==> src/rtl/axi_stream_writer.sv <==
// axi_stream_writer: turns a command (address, beat count) plus an AXI-Stream into AXI4 INCR write bursts.
// Bursts are capped by MAX_BURST_LEN and 4 KB pages; only one burst is in flight at a time.
module axi_stream_writer #(
    parameter int DATA_WIDTH    = 32,
    parameter int ADDR_WIDTH    = 16,
    parameter int STRB_WIDTH    = DATA_WIDTH / 8,
    parameter int ID_WIDTH      = 8,
    parameter int AXI_ID        = 0,
    parameter int MAX_BURST_LEN = 16
) (
    input  logic                  clk,
    input  logic                  rst,
    input  logic [ADDR_WIDTH-1:0] cmd_addr,
    input  logic [15:0]           cmd_len,
    input  logic                  cmd_valid,
    output logic                  cmd_ready,
    input  logic [DATA_WIDTH-1:0] s_axis_tdata,
    input  logic                  s_axis_tvalid,
    output logic                  s_axis_tready,
    output logic [ID_WIDTH-1:0]   m_axi_awid,
    output logic [ADDR_WIDTH-1:0] m_axi_awaddr,
    output logic [7:0]            m_axi_awlen,
    output logic [2:0]            m_axi_awsize,
    output logic [1:0]            m_axi_awburst,
    output logic                  m_axi_awlock,
    output logic [3:0]            m_axi_awcache,
    output logic [2:0]            m_axi_awprot,
    output logic                  m_axi_awvalid,
    input  logic                  m_axi_awready,
    output logic [DATA_WIDTH-1:0] m_axi_wdata,
    output logic [STRB_WIDTH-1:0] m_axi_wstrb,
    output logic                  m_axi_wlast,
    output logic                  m_axi_wvalid,
    input  logic                  m_axi_wready,
    input  logic [ID_WIDTH-1:0]   m_axi_bid,
    input  logic [1:0]            m_axi_bresp,
    input  logic                  m_axi_bvalid,
    output logic                  m_axi_bready,
    output logic                  done,
    output logic                  error,
    output logic                  busy
);
    localparam int SIZE = $clog2(STRB_WIDTH);
    localparam int EW   = ADDR_WIDTH < 12 ? 12 : ADDR_WIDTH;

    typedef enum logic [1:0] {IDLE, ADDR, DATA, RESP} state_t;

    state_t                state, state_n;
    logic [ADDR_WIDTH-1:0] addr, addr_n;
    logic [15:0]           rem, rem_n;
    logic [7:0]            beat_cnt;
    logic [8:0]            cur_beats, beats;
    logic [EW-1:0]         addr_ext;
    logic [12:0]           to_bound;
    logic [16:0]           lim_a, lim;
    logic                  cmd_fire, w_fire, b_fire;
    logic                  unused_ok;

    assign m_axi_awid    = ID_WIDTH'(AXI_ID);
    assign m_axi_awsize  = 3'(SIZE);
    assign m_axi_awburst = 2'b01;
    assign m_axi_awlock  = 1'b0;
    assign m_axi_awcache = 4'b0011;
    assign m_axi_awprot  = 3'b000;
    assign m_axi_wdata   = s_axis_tdata;
    assign m_axi_wstrb   = '1;
    assign m_axi_wvalid  = state == DATA && s_axis_tvalid && !rst;
    assign s_axis_tready = state == DATA && m_axi_wready && !rst;
    assign m_axi_wlast   = state == DATA && beat_cnt == m_axi_awlen;
    assign m_axi_bready  = state == RESP;
    assign cmd_ready     = state == IDLE && !rst;
    assign busy          = state != IDLE;
    assign unused_ok     = ^{m_axi_bid, addr_ext, lim};

    always_comb begin
        cmd_fire  = cmd_valid && cmd_ready;
        w_fire    = m_axi_wvalid && m_axi_wready;
        b_fire    = m_axi_bready && m_axi_bvalid;
        cur_beats = {1'b0, m_axi_awlen} + 9'd1;
        state_n   = state;
        addr_n    = addr;
        rem_n     = rem;
        if (state == IDLE && cmd_fire) begin
            addr_n  = cmd_addr & ~ADDR_WIDTH'(STRB_WIDTH - 1);
            rem_n   = cmd_len;
            state_n = cmd_len != 16'd0 ? ADDR : IDLE;
        end
        if (state == ADDR && m_axi_awready)
            state_n = DATA;
        if (w_fire && m_axi_wlast)
            state_n = RESP;
        if (b_fire) begin
            addr_n  = addr + ADDR_WIDTH'(32'(cur_beats) << SIZE);
            rem_n   = rem - 16'(cur_beats);
            state_n = rem_n != 16'd0 ? ADDR : IDLE;
        end
        // next burst size, computed from the address/length the burst will start from
        addr_ext = EW'(addr_n);
        to_bound = (13'd4096 - {1'b0, addr_ext[11:0]}) >> SIZE;
        lim_a    = 17'(rem_n) < 17'(to_bound) ? 17'(rem_n) : 17'(to_bound);
        lim      = lim_a < 17'(MAX_BURST_LEN) ? lim_a : 17'(MAX_BURST_LEN);
        beats    = lim[8:0];
    end

    always_ff @(posedge clk) begin
        if (rst) begin
            state         <= IDLE;
            addr          <= '0;
            rem           <= '0;
            beat_cnt      <= '0;
            m_axi_awaddr  <= '0;
            m_axi_awlen   <= '0;
            m_axi_awvalid <= 1'b0;
            done          <= 1'b0;
            error         <= 1'b0;
        end else begin
            state         <= state_n;
            addr          <= addr_n;
            rem           <= rem_n;
            beat_cnt      <= state_n != DATA ? 8'd0 : beat_cnt + 8'(w_fire);
            m_axi_awvalid <= state_n == ADDR;
            done          <= (cmd_fire && cmd_len == 16'd0) || (b_fire && rem_n == 16'd0);
            error         <= cmd_fire ? 1'b0 : error | (b_fire && m_axi_bresp != 2'b00);
            if (state_n == ADDR && state != ADDR) begin
                m_axi_awaddr <= addr_n;
                m_axi_awlen  <= 8'(beats - 9'd1);
            end
        end
    end
endmodule

==> config.mk <==
export PLATFORM = sky130hd
export DESIGN_NAME = axi_stream_writer
export DESIGN_NICKNAME = d
export VERILOG_FILES = /design/src/rtl/axi_stream_writer.sv
export SDC_FILE = /design/constraint.sdc
export NUM_CORES = 1
export LEC_CHECK = 0
export CAP_MARGIN = 20
export CORE_MARGIN = 1
export CORE_UTILIZATION = 52
export DETAILED_ROUTE_END_ITERATION = 12
export PLACE_DENSITY_LB_ADDON = 0.15
export SLEW_MARGIN = 20
export SYNTH_ARGS = -nofsm -noshare
export SYNTH_HDL_FRONTEND = slang
export SYNTH_SLANG_ARGS = --single-unit
==> constraint.sdc <==
create_clock -name clk -period 7.2 [get_ports clk]
set_input_delay 0.72 -clock clk [delete_from_list [all_inputs] [get_ports clk]]
set_output_delay 0.72 -clock clk [all_outputs]
set_load 0.01 [all_outputs]
## Yosys cells after proc, flatten, opt, wreduce, memory -nomap -nowiden

Cells that the tools add are included.

| operators by class | value |
|---|---|
| reductions and logical operators | 27 |
| $lt $le $gt $ge | 2 |
| muxes and demuxes | 12 |
| bitwise logic cells | 1 |
| add/sub/neg operators | 6 |
| eq/ne operators | 7 |

Operators by type and width:

| operator | number |
|---|---|
| $mux W16 | 5 |
| $logic_not A16 Y1 | 2 |
| $reduce_bool A16 Y1 | 2 |
| $add A16 B11 Y16 | 1 |
| $logic_and A1 B1 Y1 | 16 |
| $lt A16 B11 Y1 | 1 |
| $lt A16 B5 Y1 const B | 1 |
| $sub A16 B9 Y16 | 1 |
| $sub A13 B12 Y13 const A | 1 |
| $add A8 B1 Y9 const B | 1 |
| $add A8 B1 Y8 | 1 |
| $eq A8 B8 Y1 | 1 |
| $mux W2 | 4 |
| $mux W8 | 1 |
| $sub A8 B1 Y8 const B | 1 |
| $eq A2 B1 Y1 const B | 2 |
| $eq A2 B2 Y1 const B | 2 |
| $reduce_bool A2 Y1 | 2 |
| $reduce_or A2 Y1 | 2 |
| $logic_not A2 Y1 | 1 |
| $mux W1 | 2 |
| $ne A2 B1 Y1 const B | 1 |
| $ne A2 B2 Y1 const B | 1 |
| $logic_not A1 Y1 | 1 |
| 2 further kinds | 2 |

| word-level totals | value |
|---|---|
| input bits | 81 |
| output and inout bits | 90 |
| bits in registers | 69 |
| word-level logic and storage cells | 64 |

## Logic depth before layout (Yosys ltp)

Gate-level depths: netlist (run 1).

| depth | value |
|---|---|
| depth after elaboration | 12 |
| gate-level depth with buffers | 25 |
| depth with buffers taken out | 23 |

## Least setup slack after synthesis (run 1)

OpenSTA, ideal clock, no wires.

| timing path | value |
|---|---|
| path type | in2reg |
| start point | in rst |
| end point | reg m_axi_awlen[4] |
| path buffers | 3 |
| data required time | 7.055 ns |
| stages | 23 |
| data arrival time | 4.780 ns |
| setup slack | 2.276 ns |
| library setup time | 0.145 ns |
| path through | or4b_1 -> buf_6 -> buf_2 -> a2111oi_0 -> a31o_2 -> nand2_1 -> nor3_2 -> nand2_1 -> nor2_1 -> nand2_1 -> nor2_1 -> xnor2_1 -> ha_1 -> a21o_1 -> a21oi_1 -> o221ai_1 -> nor4bb_1 -> buf_6 -> mux2i_2 -> ha_1 -> inv_1 -> o311ai_1 -> a311oi_2 |

| on the way | value |
|---|---|
| word-level cells in the longest chain between the ends | 12 |
| elaborated cells between the ends (all ways) | 23 |
| those cells by class | add/sub (2); order compare (2); eq/ne (1); mux (10); reduce/logical (8) |

Ends and longest elaborated chain:

| what | line | source |
|---|---|---|
| start, declared | 12 | `input logic rst,` |
| $logic_not A1 Y1 | 67, 71 |  |
| $logic_and A1 B1 Y1 | 71 | `assign cmd_ready = state == IDLE && !rst;` |
| $logic_and A1 B1 Y1 | 76 | `cmd_fire = cmd_valid && cmd_ready;` |
| $logic_and A1 B1 Y1 | 83 | `if (state == IDLE && cmd_fire) begin` |
| $mux W16 | 83 |  |
| $mux W16 | 92 | `if (b_fire) begin` |
| $sub A13 B12 Y13 | 99 | `to_bound = (13'd4096 - {1'b0, addr_ext[11:0]}) >> SIZE;` |
| $lt A16 B11 Y1 | 100 | `lim_a = 17'(rem_n) < 17'(to_bound) ? 17'(rem_n) : 17'(to_bound);` |
| $mux W16 | 100 |  |
| $lt A16 B5 Y1 | 101 | `lim = lim_a < 17'(MAX_BURST_LEN) ? lim_a : 17'(MAX_BURST_LEN);` |
| $mux W8 | 101 |  |
| $sub A8 B1 Y8 | 126 | `m_axi_awlen <= 8'(beats - 9'd1);` |
| end signal, assigned | 126 |  |
| end, declared | 22 | `output logic [7:0] m_axi_awlen,` |

Parallel ways exist; a longest one is shown, timed or not.
A chain may end at the register's enable or synchronous reset.

## Worst setup path after layout (run 1)

| timing path | value |
|---|---|
| start point | in cmd_valid |
| end point | reg m_axi_awlen[4] |

| on the way | value |
|---|---|
| word-level cells in the longest chain between the ends | 10 |
| elaborated cells between the ends (all ways) | 18 |
| those cells by class | add/sub (2); order compare (2); eq/ne (1); mux (10); reduce/logical (3) |

Ends and longest elaborated chain:

| what | line | source |
|---|---|---|
| start, declared | 15 | `input logic cmd_valid,` |
| $logic_and A1 B1 Y1 * | 76 |  |
| $logic_and A1 B1 Y1 * | 83 |  |
| $mux W16 | 83 |  |
| $mux W16 | 92 |  |
| $sub A13 B12 Y13 | 99 |  |
| $lt A16 B11 Y1 | 100 |  |
| $mux W16 | 100 |  |
| $lt A16 B5 Y1 | 101 |  |
| $mux W8 | 101 |  |
| $sub A8 B1 Y8 | 126 |  |

Every way passes the cells marked *; elsewhere a longest branch is shown, timed or not.

==> flow_metrics.py, run 1 <==
metrics = {
    "floorplan": {
        "ioPinCount": 171,
        "die_area_um2": 11000,
        "core_region_area_um2": 10300,
        "placement_rows": 37,
        "floorplan.die.height_um": 105,
        "starting_utilization_of_the_core_area_pct": 53.3,
        "die_w_um": 105,
    },
    "clock_network": {
        "cts.sinks": 69,
        "cts_made_buffers": 9,
        "path_clk_slew_ps": 80,
        "max-clock-path-buffers": 2,
        "clock_latency_ps": 350,
        "clock_tree.htree_level_count": 3,
        "clockRootBuffer": "sky130_fd_sc_hd__clkbuf_8",
        "post_cts_buffers": 0,
        "cts_tree": "yes",
        "post_cts_resized": 0,
        "postCtsHoldBufs": 0,
    },
    "synth": {
        "synth_seq_area_share_pct": 25.2,
        "synth.top_cells.by_area": "sky130_fd_sc_hd__dfxtp_1 (25%), sky130_fd_sc_hd__buf_4 (7.9%), sky130_fd_sc_hd__ha_1 (7.3%)",
        "synth_edf_count": 0,
        "synthDistinctLibCells": 72,
        "async_flop_share_pct": 0,
        "postSynthAreaPerCell_um2": 7.85,
        "synth_top_area_share_pct": 25.2,
        "post_synth_most_frequent_cells": "sky130_fd_sc_hd__nor2_1 (78), sky130_fd_sc_hd__dfxtp_1 (69), sky130_fd_sc_hd__buf_4 (58)",
        "gate_count_of_the_mapped_netlist": 698,
        "yosys_synthesis_warning_count": 0,
        "synth_area_um2": 5480,
        "synth_seq_cells": 69,
        "synth_top_flop_cell": "sky130_fd_sc_hd__dfxtp_1",
        "synth_area_leader_cell": "sky130_fd_sc_hd__dfxtp_1",
        "synth.most_common_cell": "sky130_fd_sc_hd__nor2_1",
    },
    "finish": {
        "sequential_cell_area_um2": 1380,
        "p_r_area_growth_vs_syn_pct": 11.9,
        "n_antenna_cell": 0,
        "fraction_of_final_layout_cells_sized_beyond_drive_strength_1_pct": 6.45,
        "layout.cells.non_filler": 865,
        "multiInputGateArea_um2": 3530,
        "final_net_count": 840,
        "layout.filler_cells": 944,
    },
    "sta": {
        "post-route-period-util_pct": 80.3,
        "setup_violations": 0,
        "slew_headroom_pct": 41.6,
        "rsz0062_at_grt": "no",
        "timing_hold_violations_final": 0,
        "drv_slew": 0,
        "fmax_mhz": 173,
        "whs_ps": 477,
        "clock_skews_ps": 6.16,
        "timing.final.crit_period_ps": 5780,
        "worst-slew-pin-transition_ps": 875,
        "tns_ps": 0,
    },
    "drt": {
        "via_per_inst": 5.82,
        "post-route-drc-count": 0,
        "ant_nets": 0,
        "num_vias": 5035,
        "routed_wirelength_mm": 15.0,
        "drt_pass1_iterations": 5,
        "drt_iter0_drc": 273,
        "post_drt_wl_per_cell_um": 17.3,
    },
    "global_route": {
        "number_of_antenna_violations_at_the_first_check_in_global_routing": 0,
        "global_route_wire_length_before_repair_mm": 24.3,
        "first_global_vias": 4854,
        "track_usage_pct": 27.8,
        "globalRoute.totalOverflow": 0,
        "largest_net_degree_at_the_start_of_global_routing": 41,
    },
    "placement": {
        "finalWeightedCongestion": 0.899,
        "portBuffers": 71,
        "dp_hpwl_mm": 11.2,
        "placed_cells_incl_taps": 850,
    },
    "setup_path": {
        "cp_cell_sequence": "clkdlybuf4s50_1 -> or4b_1 -> a2111oi_0 -> a31o_2 -> nand2_1 -> nor3_2 -> nand2_1 -> nor2_1 -> nand2_1 -> nor2_1 -> xnor2_1 -> ha_1 -> a21o_1 -> a21oi_1 -> o221ai_1 -> nor4bb_1 -> buf_4 -> mux2i_2 -> ha_1 -> inv_1 -> o311ai_1 -> a311oi_2",
        "worstPathMaxFanout": 18,
        "critical_path_arrival_ps": 5990,
        "start_kind": "input pin",
        "path_class": "input pin to flop",
        "cell_with_the_biggest_individual_delay_on_the_critical_path": "sky130_fd_sc_hd__or4b_1",
        "worst_path_largest_cell_delay_ps": 830,
        "worstPathRequired_ps": 7410,
        "endpoint_class_of_the_critical_path": "flop",
        "crit_top_cell": "sky130_fd_sc_hd__nand2_1",
        "cp.buffers_inverters": 3,
        "cp_top_family": "simple AND/OR/NAND/NOR gates",
    },
    "pwr": {
        "power.ir.vdd_worst_uv": 103,
        "power_density_nw_per_um2": 181,
        "total_leakage_power_nw": 2.59,
    },
    "status": {
        "run_status": "finished, final reports clean",
    },
    "min_path": {
        "worst_hold_path_type": "flop to flop",
    },
    "run": {
        "max_cap_viol_count": 0,
    },
}
layout make-up:
class / instances / area share (%)
Sequential cell: 69 / 22.5
Clock inverter: 6 / 1.04
Inverter: 27 / 1.65
Timing Repair Buffer: 78 / 12.4
Tap cell: 136 / 2.77
Clock buffer: 9 / 2.02
Multi-Input combinational cell: 540 / 57.5
sequential cells by signal, summed over array words and instances (netlist names):
| name | cells |
|---|---|
| error | 1 |
| done | 1 |
| beat_cnt | 8 |
| addr | 16 |
| m_axi_awvalid | 1 |
| m_axi_awlen | 8 |
| state | 2 |
| m_axi_awaddr | 16 |
| rem | 16 |
cell families after synthesis:
group	synth area share, %
adders and majority gates	8.04
muxes	4.64
xor gates and xnor gates	6.69
buffers and inverters	12.1
DFF	25.2
other	0.137
AOI/OAI and AO/OA	18.3
and+or+nand+nor	24.9
routing by layer:
layer | global-route usage, % | part of all wire, % | vias to the layer above
met5 | 0 | 0 | -
met1 | 35.5 | 43 | 2339
met4 | 11.3 | 2.8 | 0
met2 | 46.1 | 47 | 206
li1 | - | - | 2446
met3 | 5.12 | 6.8 | 44
cells in the final DEF (no fill, tap or decap), types with 7 or more instances in the layout:
cell	Yosys	routed
sky130_fd_sc_hd__dfxtp_1	69	69
sky130_fd_sc_hd__inv_1	27	27
sky130_fd_sc_hd__and2_1	23	23
sky130_fd_sc_hd__xnor2_1	27	27
sky130_fd_sc_hd__nand4_1	12	12
sky130_fd_sc_hd__nor4_1	9	9
sky130_fd_sc_hd__o21ai_0	17	17
sky130_fd_sc_hd__a21oi_1	37	37
sky130_fd_sc_hd__a21o_1	14	14
sky130_fd_sc_hd__nand2_1	55	55
sky130_fd_sc_hd__a211oi_1	9	9
sky130_fd_sc_hd__nand2b_1	11	11
sky130_fd_sc_hd__and3_1	11	11
sky130_fd_sc_hd__xor2_1	13	13
sky130_fd_sc_hd__mux2i_1	20	20
sky130_fd_sc_hd__clkdlybuf4s50_1	0	71
sky130_fd_sc_hd__ha_1	32	32
sky130_fd_sc_hd__nor2_1	78	78
sky130_fd_sc_hd__buf_4	58	7
sky130_fd_sc_hd__nor3_1	13	13
sky130_fd_sc_hd__clkbuf_8	0	9
sky130_fd_sc_hd__nand3_1	30	30
sky130_fd_sc_hd__conb_1	2	25
metrics by stage:
| stage | utilization [%] | instance area, um^2 | power (W) | setup WS [ps] |
|---|---|---|---|---|
| after floorplan | - | 5570 | 0.000713 | 2280 |
| after global placement | 57.9 | 5950 | 0.000784 | 1180 |
| after detailed placement | 57.9 | 5950 | 0.000790 | 1080 |
| after CTS | 59.7 | 6130 | 0.00111 | 1450 |
| after global routing | 59.7 | 6130 | 0.00117 | 1100 |
| final | 59.7 | 6130 | 0.00111 | 1420 |
where the power goes:
group / switching (W) / internal [W]
clock network: 0.000165 / 0.000158
logic: 0.000208 / 0.000160
registers: 0.0000202 / 0.000400
total: 0.000393 / 0.000718
worst reg2reg max path: cells and delay by family (launching register included):
kind | cells | cell delay, ps
compound gates | 8 | 1500
xor+xnor | 1 | 350
fa+ha+maj | 4 | 1210
buf+inv | 3 | 420
flops | 1 | 490
mux | 1 | 280
simple gates | 5 | 1370
worst paths after layout:
check,start,to,slack [ps],depth (start not counted)
min,m_axi_awaddr[13],m_axi_awaddr[13],480,2
max,cmd_valid,m_axi_awlen[4],1420,22
min reg2reg,m_axi_awaddr[13],m_axi_awaddr[13],480,2
max reg2reg,m_axi_awlen[0],m_axi_awlen[4],1470,22
No activity file was read; power rests on OpenSTA's default activity.
==> run 2: changes to the inputs <==
- CORE_UTILIZATION: 52 -> 43
- clock period: 7.2 -> 5.05 ns (I/O delays scaled with it)
==> run 2 against run 1 <==
Against the previous run: largest power group is now the clock network; critical path depth did not move; setup slack got worse by 1200 ps; largest cell class unchanged; flip-flop and latch count did not move; final cell count rose by 11%; first-iteration DRC count fell by 12%.
==> flow_metrics.py, run 2 (same netlist as run 1, synthesis figures left out) <==
metrics = {
    "global_route": {
        "global_route_wire_length_before_repair_mm": 25.4,
        "globalRoute.totalOverflow": 0,
        "largest_net_degree_at_the_start_of_global_routing": 40,
        "track_usage_pct": 25.0,
        "number_of_antenna_violations_at_the_first_check_in_global_routing": 0,
        "first_global_vias": 5122,
    },
    "placement": {
        "dp_hpwl_mm": 12.3,
        "finalWeightedCongestion": 0.906,
        "detailed_place.area_um2": 6450,
        "portBuffers": 71,
        "placed_cells_incl_taps": 942,
    },
    "finish": {
        "final_net_count": 903,
        "largest_registers": "addr x16, m_axi_awaddr x16, rem x16",
        "layout_commonest_cell": "sky130_fd_sc_hd__nor2_1",
        "n_antenna_cell": 0,
        "final_cell_area_um2": 7120,
        "p_r_area_growth_vs_syn_pct": 30.0,
        "mostFrequentLayoutCells": "sky130_fd_sc_hd__nor2_1 (75), sky130_fd_sc_hd__clkdlybuf4s50_1 (71), sky130_fd_sc_hd__buf_4 (68)",
        "layout.cells.non_filler": 961,
        "utilization_pct": 58.3,
        "fraction_of_final_layout_cells_sized_beyond_drive_strength_1_pct": 19.9,
    },
    "min_path": {
        "worst_hold_path_type": "flop to flop",
        "timing.hold.worst_path_depth": 2,
        "hold_path.startpoint": "m_axi_awaddr[1]",
    },
    "setup_path": {
        "crit_path_start": "m_axi_awlen[0]",
        "critical_path_arrival_ps": 5120,
        "r2r_cells": 22,
        "reg2reg_from": "m_axi_awlen[0]",
        "start_kind": "flop",
        "worstPathMaxFanout": 4,
        "endpoint_class_of_the_critical_path": "flop",
        "path_class": "flop to flop",
        "worstPathRequired_ps": 5310,
    },
    "clock_network": {
        "cts_tree": "yes",
        "clock_tree.htree_level_count": 3,
        "max-clock-path-buffers": 2,
        "cts_made_buffers": 9,
        "clock_latency_ps": 350,
        "path_clk_slew_ps": 60,
        "clockRootBuffer": "sky130_fd_sc_hd__clkbuf_16",
        "postCtsHoldBufs": 0,
        "cts.sinks": 69,
    },
    "pwr": {
        "clockPowerShare_pct": 36.5,
        "total_leakage_power_nw": 3.00,
        "power.share.sequential_pct": 30.6,
        "power.ir.vdd_worst_uv": 246,
        "power.share.combinational_pct": 32.9,
        "netSwitchingPower_w": 0.000639,
        "cell_internal_pwr_w": 0.00132,
        "power_density_nw_per_um2": 275,
        "switching_share_pct": 32.6,
    },
    "sta": {
        "timing.final.crit_period_ps": 4860,
        "fmax_mhz": 206,
        "clock_skews_ps": 6.20,
        "tns_ps": 0,
        "post-route-period-util_pct": 96.3,
        "drv_slew": 0,
        "slew_headroom_pct": 39.4,
        "worst-slew-pin-transition_ps": 909,
        "timing_hold_violations_final": 0,
        "setup_violations": 0,
        "whs_ps": 470,
    },
    "floorplan": {
        "placement_rows": 40,
        "die_w_um": 115,
        "starting_utilization_of_the_core_area_pct": 44.9,
        "core_region_area_um2": 12200,
        "floorplan.die.height_um": 115,
        "die_area_um2": 13200,
        "ioPinCount": 171,
    },
    "drt": {
        "ant_nets": 0,
        "num_vias": 5354,
        "drt_pass1_iterations": 5,
        "via_per_inst": 5.57,
        "post-route-drc-count": 0,
        "drt_iter0_drc": 241,
        "routed_wirelength_mm": 16.2,
        "post_drt_wl_per_cell_um": 16.9,
    },
    "status": {
        "run_status": "finished, final reports clean",
    },
    "run": {
        "max_cap_viol_count": 0,
    },
}
run 2: metal layers:
| metal | vias to the layer above | global-route usage, % | wire, um | part of all wire, % |
|---|---|---|---|---|
| met5 | - | 0 | 0 | 0 |
| met4 | 0 | 11.9 | 463 | 2.9 |
| met3 | 43 | 4.01 | 946 | 5.8 |
| met2 | 189 | 42.0 | 7730 | 48 |
| met1 | 2555 | 31.4 | 7100 | 44 |
| li1 | 2567 | - | - | - |
run 2: power by group through the flow:
stage	Clock [W]	Combinational, W	Sequential, W
floorplan	0	0.000409	0.000607
global placement	0	0.000575	0.000606
detailed placement	0	0.000584	0.000607
CTS	0.000722	0.000595	0.000595
global route	0.000745	0.000706	0.000603
finish	0.000715	0.000646	0.000600
run 2: final timing paths:
path | to | slack (ps)
setup / recovery | m_axi_awlen[4] | 190
hold / removal | m_axi_awaddr[1] | 470
hold reg to reg | m_axi_awaddr[1] | 470
setup reg to reg | m_axi_awlen[4] | 190
run 2: worst max-delay path: stages (launching register included):
cell	delay, ps
sky130_fd_sc_hd__dfxtp_4	370
sky130_fd_sc_hd__ha_4	160
sky130_fd_sc_hd__nand3_4	100
sky130_fd_sc_hd__nor2_4	110
sky130_fd_sc_hd__xor2_1	160
sky130_fd_sc_hd__buf_4	160
sky130_fd_sc_hd__inv_1	40
sky130_fd_sc_hd__ha_1	280
sky130_fd_sc_hd__a21o_1	180
sky130_fd_sc_hd__or3_4	390
sky130_fd_sc_hd__nor3_4	200
sky130_fd_sc_hd__o21ai_1	100
sky130_fd_sc_hd__a211oi_2	380
sky130_fd_sc_hd__ha_1	320
sky130_fd_sc_hd__a21o_1	200
sky130_fd_sc_hd__a21oi_2	130
sky130_fd_sc_hd__o221ai_2	100
sky130_fd_sc_hd__nor4bb_2	380
sky130_fd_sc_hd__buf_4	200
sky130_fd_sc_hd__mux2i_2	230
sky130_fd_sc_hd__ha_2	250
sky130_fd_sc_hd__nand2_1	70
sky130_fd_sc_hd__a311oi_2	260
run 2: area by class of cell:
class / count / area, um^2
well taps: 168 / 210
repair buffers: 141 / 1250
clock inverters: 7 / 104
inverters: 27 / 101
fillers: 1128 / 5090
flip-flops and latches: 69 / 1390
multi-input cells: 540 / 3840
clock buffers: 9 / 225
run 2: timing repair:
| action | CTS | global route |
|---|---|---|
| pin swaps | 2 | 24 |
| endpoints found under the setup margin | 4 | 8 |
| setup buffers | 1 | 3 |
| gates resized for setup | 11 | 57 |
run 2: metrics by stage:
| step | power (W) | worst slack [ps] |
|---|---|---|
| global placement | 0.00118 | -223 |
| floorplan | 0.00102 | 183 |
| finish | 0.00196 | 187 |
| CTS | 0.00191 | 16.9 |
| detailed placement | 0.00119 | -277 |
| global route | 0.00205 | -65.5 |
